$ cat src/rtl/i4004_instr_decoder.sv
// Rebuilds 4004 instruction bytes from the nibble-serial fetch stream and
// hands one decoded instruction at a time to execute. Optional: ILLEGAL_TRAP_EN.
module i4004_instr_decoder #(
   parameter int CNT_W = 16
) (
   input  logic             clk,
   input  logic             rst,
   input  logic             flush,
   input  logic             nib_valid,
   output logic             nib_ready,
   input  logic [3:0]       nib_data,
   output logic             dec_valid,
   input  logic             dec_ready,
   output logic [7:0]       dec_op,
   output logic [3:0]       dec_opa,
   output logic [7:0]       dec_imm,
   output logic             dec_two,
   output logic             dec_illegal,
   output logic [CNT_W-1:0] dec_count
);

   typedef enum logic [2:0] {
      S_OPR  = 3'd0,
      S_OPA  = 3'd1,
      S_W2H  = 3'd2,
      S_W2L  = 3'd3,
      S_HOLD = 3'd4
   } state_t;

   localparam logic [CNT_W-1:0] CNT_ONE = 1;

   state_t     state;
   state_t     state_nxt;
   logic [3:0] opr_q;
   logic       xfer;
   logic       done;
   logic [7:0] op_comb;
   logic       two_comb;

   assign nib_ready = (state != S_HOLD);
   assign dec_valid = (state == S_HOLD);
   assign xfer      = nib_valid & nib_ready;
   assign done      = dec_valid & dec_ready;

   // Decode uses the latched OPR and the OPA nibble arriving this cycle.
   always_comb begin
      op_comb = 8'h00;
      case (opr_q)
         4'h0:       op_comb = 8'h00;
         4'h2, 4'h3: op_comb = {opr_q, 3'b000, nib_data[0]};
         4'hE:       op_comb = {4'hE, nib_data};
         4'hF:       if (nib_data <= 4'hD) op_comb = {4'hF, nib_data};
         default:    op_comb = {opr_q, 4'h0};
      endcase
      two_comb = (opr_q == 4'h1) || (opr_q == 4'h4) || (opr_q == 4'h5) ||
                 (opr_q == 4'h7) || ((opr_q == 4'h2) && !nib_data[0]);
   end

`ifdef ILLEGAL_TRAP_EN
   logic ill_comb;
   assign ill_comb = ((opr_q == 4'h0) && (nib_data != 4'h0)) ||
                     ((opr_q == 4'hF) && (nib_data >= 4'hE));
`else
   assign dec_illegal = 1'b0;
`endif

   always_ff @(posedge clk) begin
      if (rst) state <= S_OPR;
      else     state <= state_nxt;
   end

   // Flush wins over both the nibble and the result handshakes.
   always_comb begin
      state_nxt = state;
      if (flush) begin
         state_nxt = S_OPR;
      end else begin
         case (state)
            S_OPR:   if (xfer) state_nxt = S_OPA;
            S_OPA:   if (xfer) state_nxt = two_comb ? S_W2H : S_HOLD;
            S_W2H:   if (xfer) state_nxt = S_W2L;
            S_W2L:   if (xfer) state_nxt = S_HOLD;
            S_HOLD:  if (dec_ready) state_nxt = S_OPR;
            default: state_nxt = S_OPR;
         endcase
      end
   end

   always_ff @(posedge clk) begin
      if (rst) begin
         opr_q     <= 4'h0;
         dec_op    <= 8'h00;
         dec_opa   <= 4'h0;
         dec_imm   <= 8'h00;
         dec_two   <= 1'b0;
         dec_count <= '0;
`ifdef ILLEGAL_TRAP_EN
         dec_illegal <= 1'b0;
`endif
      end else if (!flush) begin
         if (done) dec_count <= dec_count + CNT_ONE;
         if (xfer) begin
            case (state)
               S_OPR: opr_q <= nib_data;
               S_OPA: begin
                  dec_op  <= op_comb;
                  dec_opa <= nib_data;
                  dec_two <= two_comb;
                  dec_imm <= 8'h00;
`ifdef ILLEGAL_TRAP_EN
                  dec_illegal <= ill_comb;
`endif
               end
               S_W2H:   dec_imm[7:4] <= nib_data;
               S_W2L:   dec_imm[3:0] <= nib_data;
               default: ;
            endcase
         end
      end
   end

endmodule

$ cat config.mk
export PLATFORM = sky130hd
export DESIGN_NAME = i4004_instr_decoder
export DESIGN_NICKNAME = d
export VERILOG_FILES = /design/src/rtl/i4004_instr_decoder.sv
export SDC_FILE = /design/constraint.sdc
export NUM_CORES = 1
export LEC_CHECK = 0
export BUFFER_PORTS_ARGS = -buffer_cell sky130_fd_sc_hd__buf_2
export CAP_MARGIN = 5
export CORE_MARGIN = 5
export CORE_UTILIZATION = 35
export CTS_CLUSTER_SIZE = 16
export DETAILED_ROUTE_END_ITERATION = 8
export PLACE_DENSITY = 0.6
export SYNTH_ARGS = -nofsm -noshare
export SYNTH_HDL_FRONTEND = slang
export SYNTH_SLANG_ARGS = --single-unit
$ cat constraint.sdc
create_clock -name clk -period 1.6 [get_ports clk]
set_input_delay 0.48 -clock clk [delete_from_list [all_inputs] [get_ports clk]]
set_output_delay 0.48 -clock clk [all_outputs]
set_load 0.05 [all_outputs]
==> reports/summary.md, run 1 <==
Buffers inserted to repair hold after CTS numbered 0. In this run switching power makes up 24.3% of total power. Across all layers, the routed design uses 1946 vias. The cell area power density was 755 nW/um^2. The tools report the total congestion overflow as 0. Clock-pin slew was measured on the worst setup and hold paths at 90 ps. TritonCTS built the clock tree. Of the total synthesized cell area, the portion taken by full adders, half adders and majority gates is 0.625%. The clock tree synthesis step divided the H-tree into 2 levels. By area the synthesized netlist is led by sky130_fd_sc_hd__dfxtp_1 44%, sky130_fd_sc_hd__nor2_1 5.1%, sky130_fd_sc_hd__nand3_1 4.8%, sky130_fd_sc_hd__nand2_1 4.3%, sky130_fd_sc_hd__mux2i_1 4.0%.

After Yosys synthesis, and, or, nand and nor cells account for 30.4% of the synthesized area. The netlist uses 48 different library cells. The final reports fail on setup timing. Worst min-delay path category: reg -> reg. In this run the horizontal extent of the chip is 85.6 um.

For the minimum setup slack in the final design, the log shows -187 ps. No sink is reached through more buffers than the 2 on the longest clock path. Port buffering added 47 buffers.

Counting every instance in the synthesized netlist gives 231. The biggest fanout along the worst timing path was 4. The dominant register cell in the synthesized netlist was sky130_fd_sc_hd__dfxtp_1. The maximum single-stage delay on the critical path came out at 460 ps.

In this run the clock root is driven by a sky130_fd_sc_hd__clkbuf_8. The number of failing hold endpoints at the final stage is 0, and the row count is 27. Yosys mapped a number of flops with a built-in enable equal to 0.

Effective utilization at floorplan: 36.1%. After detailed routing, the number of vias per cell comes to 5.03. Counting flops and latches in the post-synthesis netlist gives 44.

Cells with a size suffix above 1 make up 40.3% of the layout. The repair_antennas step left the layout with diodes totalling 0. In this run, flip-flops and latches consume 51.6% of the power. The floorplan step defined a die boundary enclosing 7330 um^2. CTS saw 44 sinks.

The element type at the critical path start was a flop. The final net count is 324, and the number of max-cap violations is 0. At the worst endpoint, the required time is 1120 ps. The library cell contributing the largest single delay on the critical path was sky130_fd_sc_hd__or3b_4.

The static power due to leakage is 0.00129 uW, and the number of nets with antenna violations after routing is 0. Setup repair after global routing could not meet its margin everywhere. Of the available clock period, the critical path in the final layout requires 112%.

The top cell types in the final layout, fill and taps aside, are 45 x sky130_fd_sc_hd__buf_2, 42 x sky130_fd_sc_hd__buf_4, 32 x sky130_fd_sc_hd__dfxtp_1. Fill cells in the final layout number 547. The global-route usage over all layers is 15.7%. For the number of nets in the synthesized netlist, the log shows 241.

After synthesis the cells add up to 2000 um^2. Of all flip-flops after synthesis, the portion carrying an async set or reset was 0%. Data on the critical path arrives at its endpoint at 1310 ps. The pre-antenna-repair detailed-routing pass consisted of 4 iterations. The run finished, with violations left.

The synthesis-to-finish area growth is 42.2%, and the post-synthesis share of cell area spent on xor and xnor gates is 4.82%. The synthesized design spends more area on one cell type than any other, namely sky130_fd_sc_hd__dfxtp_1. Final hold analysis gives a worst-case slack of 456 ps.

The critical path in this run is classified as reg -> out. The logs give 5 for the number of endpoints failing setup at the final stage and 11.1 ps for the worst clock skew on the final layout. Dominant combinational cell family by area after synthesis: simple AND/OR/NAND/NOR gates. The internal portion of the total power is 1630 uW.

Derived from the worst setup path, the maximum achievable clock frequency is 559 MHz. In this design, the largest share of critical-path delay is due to simple AND/OR/NAND/NOR gates. After detailed placement, the total cell area comes to 2550 um^2.

In this run the standard cell core region covers 5540 um^2. The signal on the critical path passes through or3b_4, clkinv_8, buf_12. The final layout contains routed wiring with a total length of 5540 um. The latest clock arrival within the worst-skew pair came out at 310 ps. The tools report the kind of end point of the critical path as an output pin.

The half-perimeter wire length after detailed placement was 4010 um. Excluding fillers, the count of instances in the completed layout stands at 387. The logs give 8.5% for the combinational power share and 373 for the placed cell count.

The post-route DRC violation count is 0. The max-slew violation count was 0; the minimum clock period was 1790 ps. In the final routed layout, each cell accounts on average for 14.3 um.

The switching component of the power was 523 uW. The number of global-route vias before repair was 1886. The die outline height is 85.6 um, and the worst IR drop on VDD is 0.000408 V.

Clock tree synthesis inserted a total of 5 buffers. The first global-routing pass estimated 9300 um of wire. The leading cell type in the layout, fill and taps excluded is sky130_fd_sc_hd__buf_2. The number of antenna violations at the first check in global routing is 0, and the area share of the leading cell type in the synthesized netlist is 44.0%. In this run the count of I/O pins placed on the die edge is 49. Once layout is done, the placed cells without fillers occupy 2850 um^2. The fraction of power consumed by the clock network is 39.9%, and the share of the synthesized area in compound gates (AO/OA/AOI/OAI) is 10.9%. The run gives 44.0% as the sequential cell area fraction in the yosys report. The post-synthesis area per instance came out at 8.66 um^2.

The number of buffer and inverter stages on the critical path is 2. Proportion of synthesized area in mux cells: 4.57%. The run gives 0.821 as the routability-driven placement congestion ratio.

The Yosys step of the flow raised 0 warnings. Entering global routing, the biggest net connects 17 pins. For the starting DRC count in detailed routing, the log shows 123.
==> through the flow <==
stage | TNS (ps) | setup WS, ps | power [uW] | util (%)
after floorplan | -90.7 | -52.2 | 1220 | -
after global placement | -1220 | -128 | 1300 | 46.0
after detailed placement | -1370 | -130 | 1300 | 46.0
after CTS | -620 | -189 | 2150 | 49.9
after global routing | -958 | -212 | 2230 | 51.4
final | -471 | -187 | 2150 | 51.4
==> cells by family (layout without fill, tap and decap cells) <==
kind of cell               count (synthesis)  after routing
DFF                                       44             44
adders and majority gates                  1              1
and+or+nand+nor                          115            115
AOI/OAI and AO/OA                         33             33
xor gates and xnor gates                  11             11
muxes                                      9              9
other                                      1              1
buffers and inverters                     17            101
==> power groups by stage <==
stage	registers, uW	clock network, uW	logic [uW]
3_5_place_dp	1130	0	168
3_3_place_gp	1130	0	168
4_1_cts	1110	867	176
6_report	1110	858	182
5_1_grt	1110	915	200
2_1_floorplan	1140	0	79.7
==> synthesized netlist by cell type, types with 2 or more instances <==
library cell                instances
sky130_fd_sc_hd__dfxtp_1           44
sky130_fd_sc_hd__nor2_1            27
sky130_fd_sc_hd__nand2_1           23
sky130_fd_sc_hd__nand3_1           19
sky130_fd_sc_hd__a21oi_1           14
sky130_fd_sc_hd__mux2i_1            8
sky130_fd_sc_hd__nand4_1            7
sky130_fd_sc_hd__clkbuf_1           6
sky130_fd_sc_hd__nor3_1             6
sky130_fd_sc_hd__xnor2_1            6
sky130_fd_sc_hd__and2_1             5
sky130_fd_sc_hd__xor2_1             5
sky130_fd_sc_hd__and3_1             4
sky130_fd_sc_hd__o21ai_0            4
sky130_fd_sc_hd__a22oi_1            3
sky130_fd_sc_hd__and4_1             3
sky130_fd_sc_hd__inv_1              3
sky130_fd_sc_hd__nor2b_1            3
sky130_fd_sc_hd__a2bb2oi_1          2
sky130_fd_sc_hd__a32o_1             2
sky130_fd_sc_hd__buf_1              2
sky130_fd_sc_hd__buf_2              2
sky130_fd_sc_hd__buf_6              2
sky130_fd_sc_hd__nand4b_1           2
sky130_fd_sc_hd__nor4_2             2
sky130_fd_sc_hd__o311ai_0           2
sky130_fd_sc_hd__or2_2              2
sky130_fd_sc_hd__or3_1              2
sky130_fd_sc_hd__or4_1              2
==> sequential cells by signal (all words and copies together) (netlist names) <==
signal and flops:
dec_opa 4, state 3, dec_two 1, opr_q 4
dec_imm 8, dec_op 8, dec_count 16
==> cell type report <==
type / instances / area, um^2 / area share [%]
repair buffers: 89 / 572 / 20.1
inverters: 4 / 27.5 / 0.967
flip-flops and latches: 44 / 898 / 31.6
clock buffers: 7 / 108 / 3.78
multi-input cells: 170 / 1140 / 40.1
well taps: 72 / 90.1 / 3.17
clock inverters: 1 / 8.76 / 0.308
==> worst register-to-register path, cell delays in order (launching register included) <==
cell,delay (ps)
sky130_fd_sc_hd__dfxtp_2,340
sky130_fd_sc_hd__or3b_4,460
sky130_fd_sc_hd__clkinv_8,80
sky130_fd_sc_hd__buf_4,120
sky130_fd_sc_hd__nand4_1,130
sky130_fd_sc_hd__or3_1,360
sky130_fd_sc_hd__a21oi_1,120
==> worst paths after layout <==
| check | slack [ps] | from | to | cells after the start |
|---|---|---|---|---|
| setup reg to reg | -80 | state[2] | dec_count[10] | 6 |
| setup / recovery | -190 | state[2] | dec_valid | 3 |
| hold reg to reg | 460 | dec_op[4] | dec_op[4] | 2 |
| hold / removal | 460 | dec_op[4] | dec_op[4] | 2 |
==> what timing repair did <==
item / in CTS / in global routing
endpoints found under the setup margin: 13 / 26
gates resized for setup: 14 / 13
setup buffers: 4 / 5
pin swaps: 3 / 8
gates cloned: 0 / 0
==> per-layer routing <==
layer	track usage (%)	share of wire, %
met5	0	0
met3	4.23	4.6
met2	24.6	46
met4	4.75	1.2
met1	21.2	49
Power figures use the tool's default switching activity.
==> inputs of run 2 (changes only) <==
BUFFER_PORTS_ARGS = -buffer_cell sky130_fd_sc_hd__buf_4   (was -buffer_cell sky130_fd_sc_hd__buf_2)
SETUP_SLACK_MARGIN = 0.2   (was not set)
==> run 2 against run 1 <==
Compared with the run above: the run still ends with setup timing left; sequential cell count stayed put; die area stayed put; sequential share of layout area is 4.9 points lower; hold slack better by 4.5 ps; largest power group unchanged.
==> reports/summary.md, run 2 (same netlist as run 1, synthesis figures left out) <==
The number of max-cap violations came out at 0 (unchanged). The largest registers in the layout are dec_count (16), dec_imm (8), dec_op (8). The tools report the number of ports placed on the die boundary as 49 (unchanged).

The tools report the total congestion overflow as 0 (unchanged). In the layout the commonest cells are 66 x sky130_fd_sc_hd__buf_4, 25 x sky130_fd_sc_hd__nor2_1, 23 x sky130_fd_sc_hd__dfxtp_1, 23 x sky130_fd_sc_hd__buf_6, 17 x sky130_fd_sc_hd__nand2_1. The clock-pin slew reported for the worst setup and hold paths after clock tree synthesis came out at 90 ps (about the same). The worst setup path is of the reg -> out kind. The worst hold path stage count came out at 2 (unchanged).

The run gives 2047 (+5.2%) as the count of vias placed by the detailed router. The tools report the latest clock arrival within the worst-skew pair as 300 ps (about the same). Launch point of the worst reg-to-reg path: state[0].

The area inside the core boundary was 5540 um^2 (unchanged). The pin count of the biggest net entering global routing was 20 (+3). The run finished, with violations left. Setup repair after global routing could not meet its margin everywhere. The cell area power density was 631 nW/um^2 (-17%). The post-layout instance area came out at 3470 um^2 (+22%).

The sequential cell area was 925 um^2 (+2.9%). TritonCTS built the clock tree. The post-route fraction of the period consumed by the critical path works out to 111% (-0.28 points). The run gives 5 (unchanged) as the TritonCTS buffer count.

Row count: 27 (unchanged). The logs give 38.7% (-1.2 points) for the fraction of power consumed by the clock network and 1430 um^2 (+26%) for the area occupied by multi-input gates. The aggregate routed wire length came out at 6200 um (+12%). The worst clock skew on the final layout was 5.93 ps (-5.19 ps); the starting DRC count in detailed routing was 88 (-28%). The library cell contributing the largest single delay on the critical path is sky130_fd_sc_hd__or3b_4.

The worst-case register-to-register setup slack is -110 ps (-30 ps), and the required time reported for the critical path endpoint is 1120 ps (about the same). The maximum single-stage delay on the critical path was 470 ps (about the same). The critical hold path startpoint was dec_opa[0]. The largest buffer count on any clock path came out at 2 (unchanged).

The routed wirelength normalized by instance count was 15.7 um (+10%). The run gives 0 (unchanged) as the number of antenna violations at the first check in global routing. Leading cell type in the layout, fill and taps excluded: sky130_fd_sc_hd__buf_4. In this run the worst setup path begins at state[0]. The logs give 36.1% (unchanged) for the effective utilization at floorplan and 1650 uW (+1.2%) for the cell-internal power. Number of flip-flops under the largest register name: 16 (unchanged).

For the number of endpoints failing setup at the final stage, the log shows 5 (unchanged). Register share of total power: 50.3% (-1.3 points). The tools report the kind of end point of the critical path as an output pin.

The worst hold path belongs to the class reg -> reg. The minimum clock period came out at 1780 ps (-4.43 ps). The number of diodes added for antenna fixing is 0 (unchanged).

The count of filler cells inserted in the layout was 453 (-17%); the number of H-tree levels was 2 (unchanged). The share of cells above drive strength 1 is 56.5% (+16 points), and the post-route DRC violation count is 0 (unchanged). Biggest fanout along the worst timing path: 5 (+1). The arrival time of the worst setup path is 1300 ps (about the same), and the half-perimeter wire length after detailed placement is 4050 um (+1.1%). The final net count was 331 (+2.2%); the width of the chip was 85.6 um (unchanged).

Switching component of the power: 540 uW (+3.3%). The instance area at placement is 2670 um^2 (+4.6%). The minimum setup slack in the final design was -183 ps (+4.43 ps); the synthesis-to-finish area growth was 73.2%. The tools report the element type at the critical path start as a flop. The tools report the max-slew violation count as 0 (unchanged). The number of failing hold endpoints at the final stage came out at 0 (unchanged). The logs give 0.000392 V (-4.0%) for the worst IR drop on VDD and 9340 um (+0.37%) for the wire length of the first global-routing pass. The area of the die is 7330 um^2 (unchanged), and the die outline height is 85.6 um (unchanged). The number of global-route vias before repair is 1950 (+3.4%). The port buffer count was 47 (unchanged); the worst hold-check slack was 461 ps (+4.46 ps).

Clock tree synthesis selected as its root buffer the cell sky130_fd_sc_hd__clkbuf_8. The run gives 0 (unchanged) as the number of nets with antenna violations after routing. The final reports fail on setup timing.

The logs give 16.0% (+0.23 points) for the global-route usage over all layers and -622 ps (-151 ps) for the setup TNS. Combinational power share: 11.0% (+2.5 points). The static power due to leakage was 0.00143 uW (+10%).

The register bank with the most flops was dec_count. The logs give 4 (unchanged) for the detailed-router iteration count before antenna repair and 0.804 (-2.0%) for the routability-driven placement congestion ratio. Fraction of power spent switching nets: 24.7% (+0.38 points).

The logs give 561 MHz (+0.25%) for the upper clock frequency limit and 2190 uW (+1.7%) for the overall power after layout. The routed via count divided by cell count was 5.20 (+3.3%). The critical path goes through or3b_4, clkinv_8, buf_12. The clock net sink count was 44 (unchanged). The logic depth of the worst register-to-register path was 7 (+1).
run 2: area by class of cell:
type | count | share of cell area, %
inverters | 4 | 0.794
clock buffers | 7 | 3.10
flip-flops and latches | 44 | 26.7
multi-input cells | 170 | 41.3
clock inverters | 1 | 0.253
well taps | 72 | 2.60
repair buffers | 96 | 25.2
run 2: final timing paths:
path / endpoint
max: dec_valid
min: dec_opa[0]
max reg2reg: dec_count[10]
min reg2reg: dec_opa[0]
run 2: per-stage QoR:
stage          util, %  instances  setup slack [ps]
3_5_place_dp      48.1        364              -126
6_report          62.6        394              -183
4_1_cts           52.8        377              -199
2_1_floorplan        -        231             -47.5
3_3_place_gp      48.1        364             -86.7
5_1_grt           62.6        394              -214
run 2: power groups by stage:
stage	Clock, uW	Sequential (uW)	Combinational, uW
6_report	845	1100	240
5_1_grt	920	1100	257
4_1_cts	878	1100	186
3_5_place_dp	0	1120	168
3_3_place_gp	0	1120	167
2_1_floorplan	0	1130	86.9
run 2: timing repair:
action / CTS / global route
resized for setup: 30 / 85
setup endpoints to repair: 35 / 51
hold buffers: 0 / 0
pin swaps: 11 / 31
gates cloned: 1 / 0
setup buffers: 4 / 17
run 2: critical path: cells and delay by family (launching register included):
kind / cells / cell delay [ps]
flip-flops: 1 / 330
buffers and inverters: 2 / 200
AND/OR/NAND/NOR: 1 / 470
run 2: layer usage:
layer	part of all wire [%]	track usage, %	wire [um]
met3	5.3	4.03	330
met1	41	19.1	2550
met5	0	0	0
met2	51	27.8	3180
met4	2.3	5.47	144
==> inputs of run 3 (changes only) <==
PLACE_DENSITY = 0.66   (was 0.6)
SETUP_SLACK_MARGIN = 0.1   (was 0.2)
==> run 3 against run 2 <==
Compared with the run above: the run still ends with setup timing left; global-route usage down 0.24 points; sequential cell count unchanged; routed wire length about the same; fmax about the same; sequential power is essentially flat; clock power grew 4.5%; setup slack lost 1.6 ps; clock skew is 6.9 ps higher; critical path depth did not move; final cell count decreased by 2.3%; sequential share of layout area increased by 2.3 points; highest routed layer unchanged.
==> reports/summary.md, run 3 (same netlist as run 1, synthesis figures left out) <==
The minimum clock period is 1780 ps (+1.59 ps), and the logic depth of the worst register-to-register path is 6 (-1). The worst clock skew on the final layout came out at 12.8 ps (+6.90 ps). For the register share of total power, the log shows 50.4% (about the same). The tools report the worst IR drop on VDD as 0.000578 V (+48%). The maximum single-stage delay on the critical path was 460 ps (about the same). For the starting DRC count in detailed routing, the log shows 78 (-11%). The tree is rooted in a sky130_fd_sc_hd__clkbuf_8. Library cell contributing the largest single delay on the critical path: sky130_fd_sc_hd__or3b_4.

The final net count was 322 (-2.7%). Worst min-delay path category: reg -> reg. The worst register-to-register path ends at dec_count[8]. The tools report the critical hold path startpoint as dec_imm[2].

The effective utilization at floorplan is 36.1% (unchanged). Wire length of the first global-routing pass: 9280 um (-0.59%). The final reports fail on setup timing. The area occupied by multi-input gates is 1280 um^2 (-10%). The post-route DRC violation count is 0 (unchanged). Walking the worst path, the cells encountered are or3b_4, clkinv_8, buf_12. Width of the chip: 85.6 um (unchanged). The port buffer count is 47 (unchanged). The fraction of power spent switching nets is 24.7% (-0.035 points).

The logs give 49 (unchanged) for the number of ports placed on the die boundary and 911 um^2 (-1.5%) for the sequential cell area. Worst hold path stage count: 2 (unchanged). TritonCTS built the clock tree. The number of diodes added for antenna fixing was 0 (unchanged). For the clock net sink count, the log shows 44 (unchanged).

The run gives 2060 (+0.64%) as the count of vias placed by the detailed router. The row count was 27 (unchanged). Routed wirelength normalized by instance count: 16.1 um (+2.4%). The run gives 0 (unchanged) as the total congestion overflow.

Fraction of power consumed by the clock network: 40.1% (+1.4 points). The tools report the detailed-router iteration count before antenna repair as 4 (unchanged). Setup slack at placement: -105 ps (+20.7 ps). The flow ran to the end, but the final reports show violations. The minimum setup slack in the final design was -185 ps (-1.59 ps). The switching component of the power came out at 543 uW (+0.49%).

The die outline height was 85.6 um (unchanged). The overall power after layout is 2200 uW (+0.63%), and the cell-internal power is 1660 uW (+0.68%). For the count of filler cells inserted in the layout, the log shows 507 (+12%). The worst setup path is of the reg -> out kind. Setup repair after global routing could not meet its margin everywhere. The element type at the critical path start is a flop. The tools report the area inside the core boundary as 5540 um^2 (unchanged). The TritonCTS buffer count is 5 (unchanged), and the largest buffer count on any clock path is 2 (unchanged). Relative to the synthesized area, the layout overhead comes to 57.2%. The logs give 0 (unchanged) for the max-slew violation count and 6210 um (about the same) for the aggregate routed wire length. The start point of the critical path is state[0]. In the final layout, the registers with the most flip-flops are dec_count (16), dec_imm (8), dec_op (8). The run gives 0 (unchanged) as the number of antenna violations at the first check in global routing.

The number of max-cap violations is 0 (unchanged). The arrival time of the worst setup path was 1300 ps (about the same). The run gives 0 (unchanged) as the number of buffers inserted for hold repair after clock tree synthesis. The cell family contributing the most delay on the critical path is simple AND/OR/NAND/NOR gates.

The share of cells above drive strength 1 works out to 48.9% (-7.6 points). The pin count of the biggest net entering global routing was 25 (+25%). The library cells used most frequently in the layout, excluding fill and tap cells, are 74 x sky130_fd_sc_hd__buf_4, 28 x sky130_fd_sc_hd__dfxtp_1, 25 x sky130_fd_sc_hd__nor2_1.

The number of H-tree levels came out at 2 (unchanged). The library cell used most frequently in the layout, excluding fill and tap cells, is sky130_fd_sc_hd__buf_4. Combinational power share: 9.5% (-1.5 points). The number of flip-flops under the largest register name was 16 (unchanged).

The worst setup path is captured at an output pin. The logs give 9 (+4) for the number of endpoints failing setup at the final stage and 0.00137 uW (-4.3%) for the static power due to leakage. The biggest fanout along the worst timing path was 3 (-2); the clock-pin slew reported for the worst setup and hold paths after clock tree synthesis was 90 ps (about the same).

The latest clock arrival within the worst-skew pair was 310 ps (about the same). The number of failing hold endpoints at the final stage is 0 (unchanged), and the number of nets with antenna violations after routing is 0 (unchanged). Cell area power density: 699 nW/um^2 (+11%). The post-route fraction of the period consumed by the critical path was 112% (about the same). The number of global-route vias before repair was 1998 (+2.5%). Area of the die: 7330 um^2 (unchanged). The tools report the routability-driven placement congestion ratio as 0.823 (+2.3%).

The routed via count divided by cell count was 5.35 (+3.0%). In this run the critical register-to-register path is launched from state[0]. The half-perimeter wire length after detailed placement came out at 4120 um (+1.8%). The global-route usage over all layers came out at 15.7% (-0.24 points). The worst-case register-to-register setup slack was -130 ps (-20 ps); the required time reported for the critical path endpoint was 1120 ps (about the same). For hold timing, the worst endpoint is dec_imm[2]. The tools report the upper clock frequency limit as 560 MHz (about the same). Register bank with the most flops: dec_count. The number of buffer and inverter stages on the critical path is 2 (unchanged).
[run 3: changes by cell type in the layout (fill, tap and decap cells not counted), moves of 3 or more]
cell / previous run / this run
sky130_fd_sc_hd__a21oi_1: 8 / 11
sky130_fd_sc_hd__a21oi_2: 6 / 3
sky130_fd_sc_hd__buf_4: 66 / 74
sky130_fd_sc_hd__buf_6: 23 / 11
sky130_fd_sc_hd__buf_8: 4 / 1
sky130_fd_sc_hd__dfxtp_1: 23 / 28
sky130_fd_sc_hd__dfxtp_4: 7 / 4
sky130_fd_sc_hd__nand2_1: 17 / 21
sky130_fd_sc_hd__nand3_1: 9 / 12
[run 3: timing repair]
action,4_1_cts,5_1_grt
pin swaps,8,31
hold endpoints to repair,0,0
setup endpoints to repair,15,40
cloned,1,0
setup buffers,8,5
resized for setup,29,34
[run 3: routing by layer]
| layer | global-route usage, % | part of all wire, % | vias to the layer above |
|---|---|---|---|
| li1 | - | - | 987 |
| met5 | 0 | 0 | - |
| met1 | 18.1 | 41 | 1000 |
| met2 | 29.2 | 52 | 64 |
| met3 | 3.84 | 5.4 | 9 |
| met4 | 3.45 | 1.4 | 0 |
[run 3: how the worst max path moves through the flow]
stage	to	slack, ps	cells past startpoint
after floorplan	dec_count[11]	-50	4
after global placement	opr_q[1]	-160	7
after detailed placement	dec_count[11]	-100	5
after CTS	dec_valid	-160	3
after global routing	dec_valid	-210	3
final	dec_valid	-180	3
[run 3: final cells by class]
type | instances | area share, %
multi-input cells | 170 | 40.9
flip-flops and latches | 44 | 29.0
repair buffers | 87 | 22.7
well taps | 72 | 2.87
clock buffers | 5 | 2.19
clock inverters | 3 | 1.51
inverters | 4 | 0.875
[run 3: metrics by stage]
stage / area (um^2) / setup TNS (ps) / hold slack [ps] / utilization (%) / instances
3_5_place_dp: 2660 / -915 / 450 / 47.9 / 364
6_report: 3140 / -849 / 458 / 56.8 / 385
4_1_cts: 2960 / -448 / 460 / 53.4 / 381
2_1_floorplan: 2100 / -97.0 / 495 / - / 231
5_1_grt: 3140 / -1940 / 474 / 56.8 / 385
3_3_place_gp: 2660 / -1090 / 445 / 47.9 / 364
[run 3: power by group through the flow]
stage / logic [uW] / clock network, uW / registers (uW)
after floorplan: 84.5 / 0 / 1140
after global placement: 162 / 0 / 1130
after detailed placement: 163 / 0 / 1130
after CTS: 185 / 888 / 1110
after global routing: 222 / 933 / 1110
final: 208 / 883 / 1110
[run 3: worst min-delay path: stages, from the launching register on]
cell,delay [ps]
sky130_fd_sc_hd__dfxtp_1,320
sky130_fd_sc_hd__nand2_1,50
sky130_fd_sc_hd__a21oi_1,50
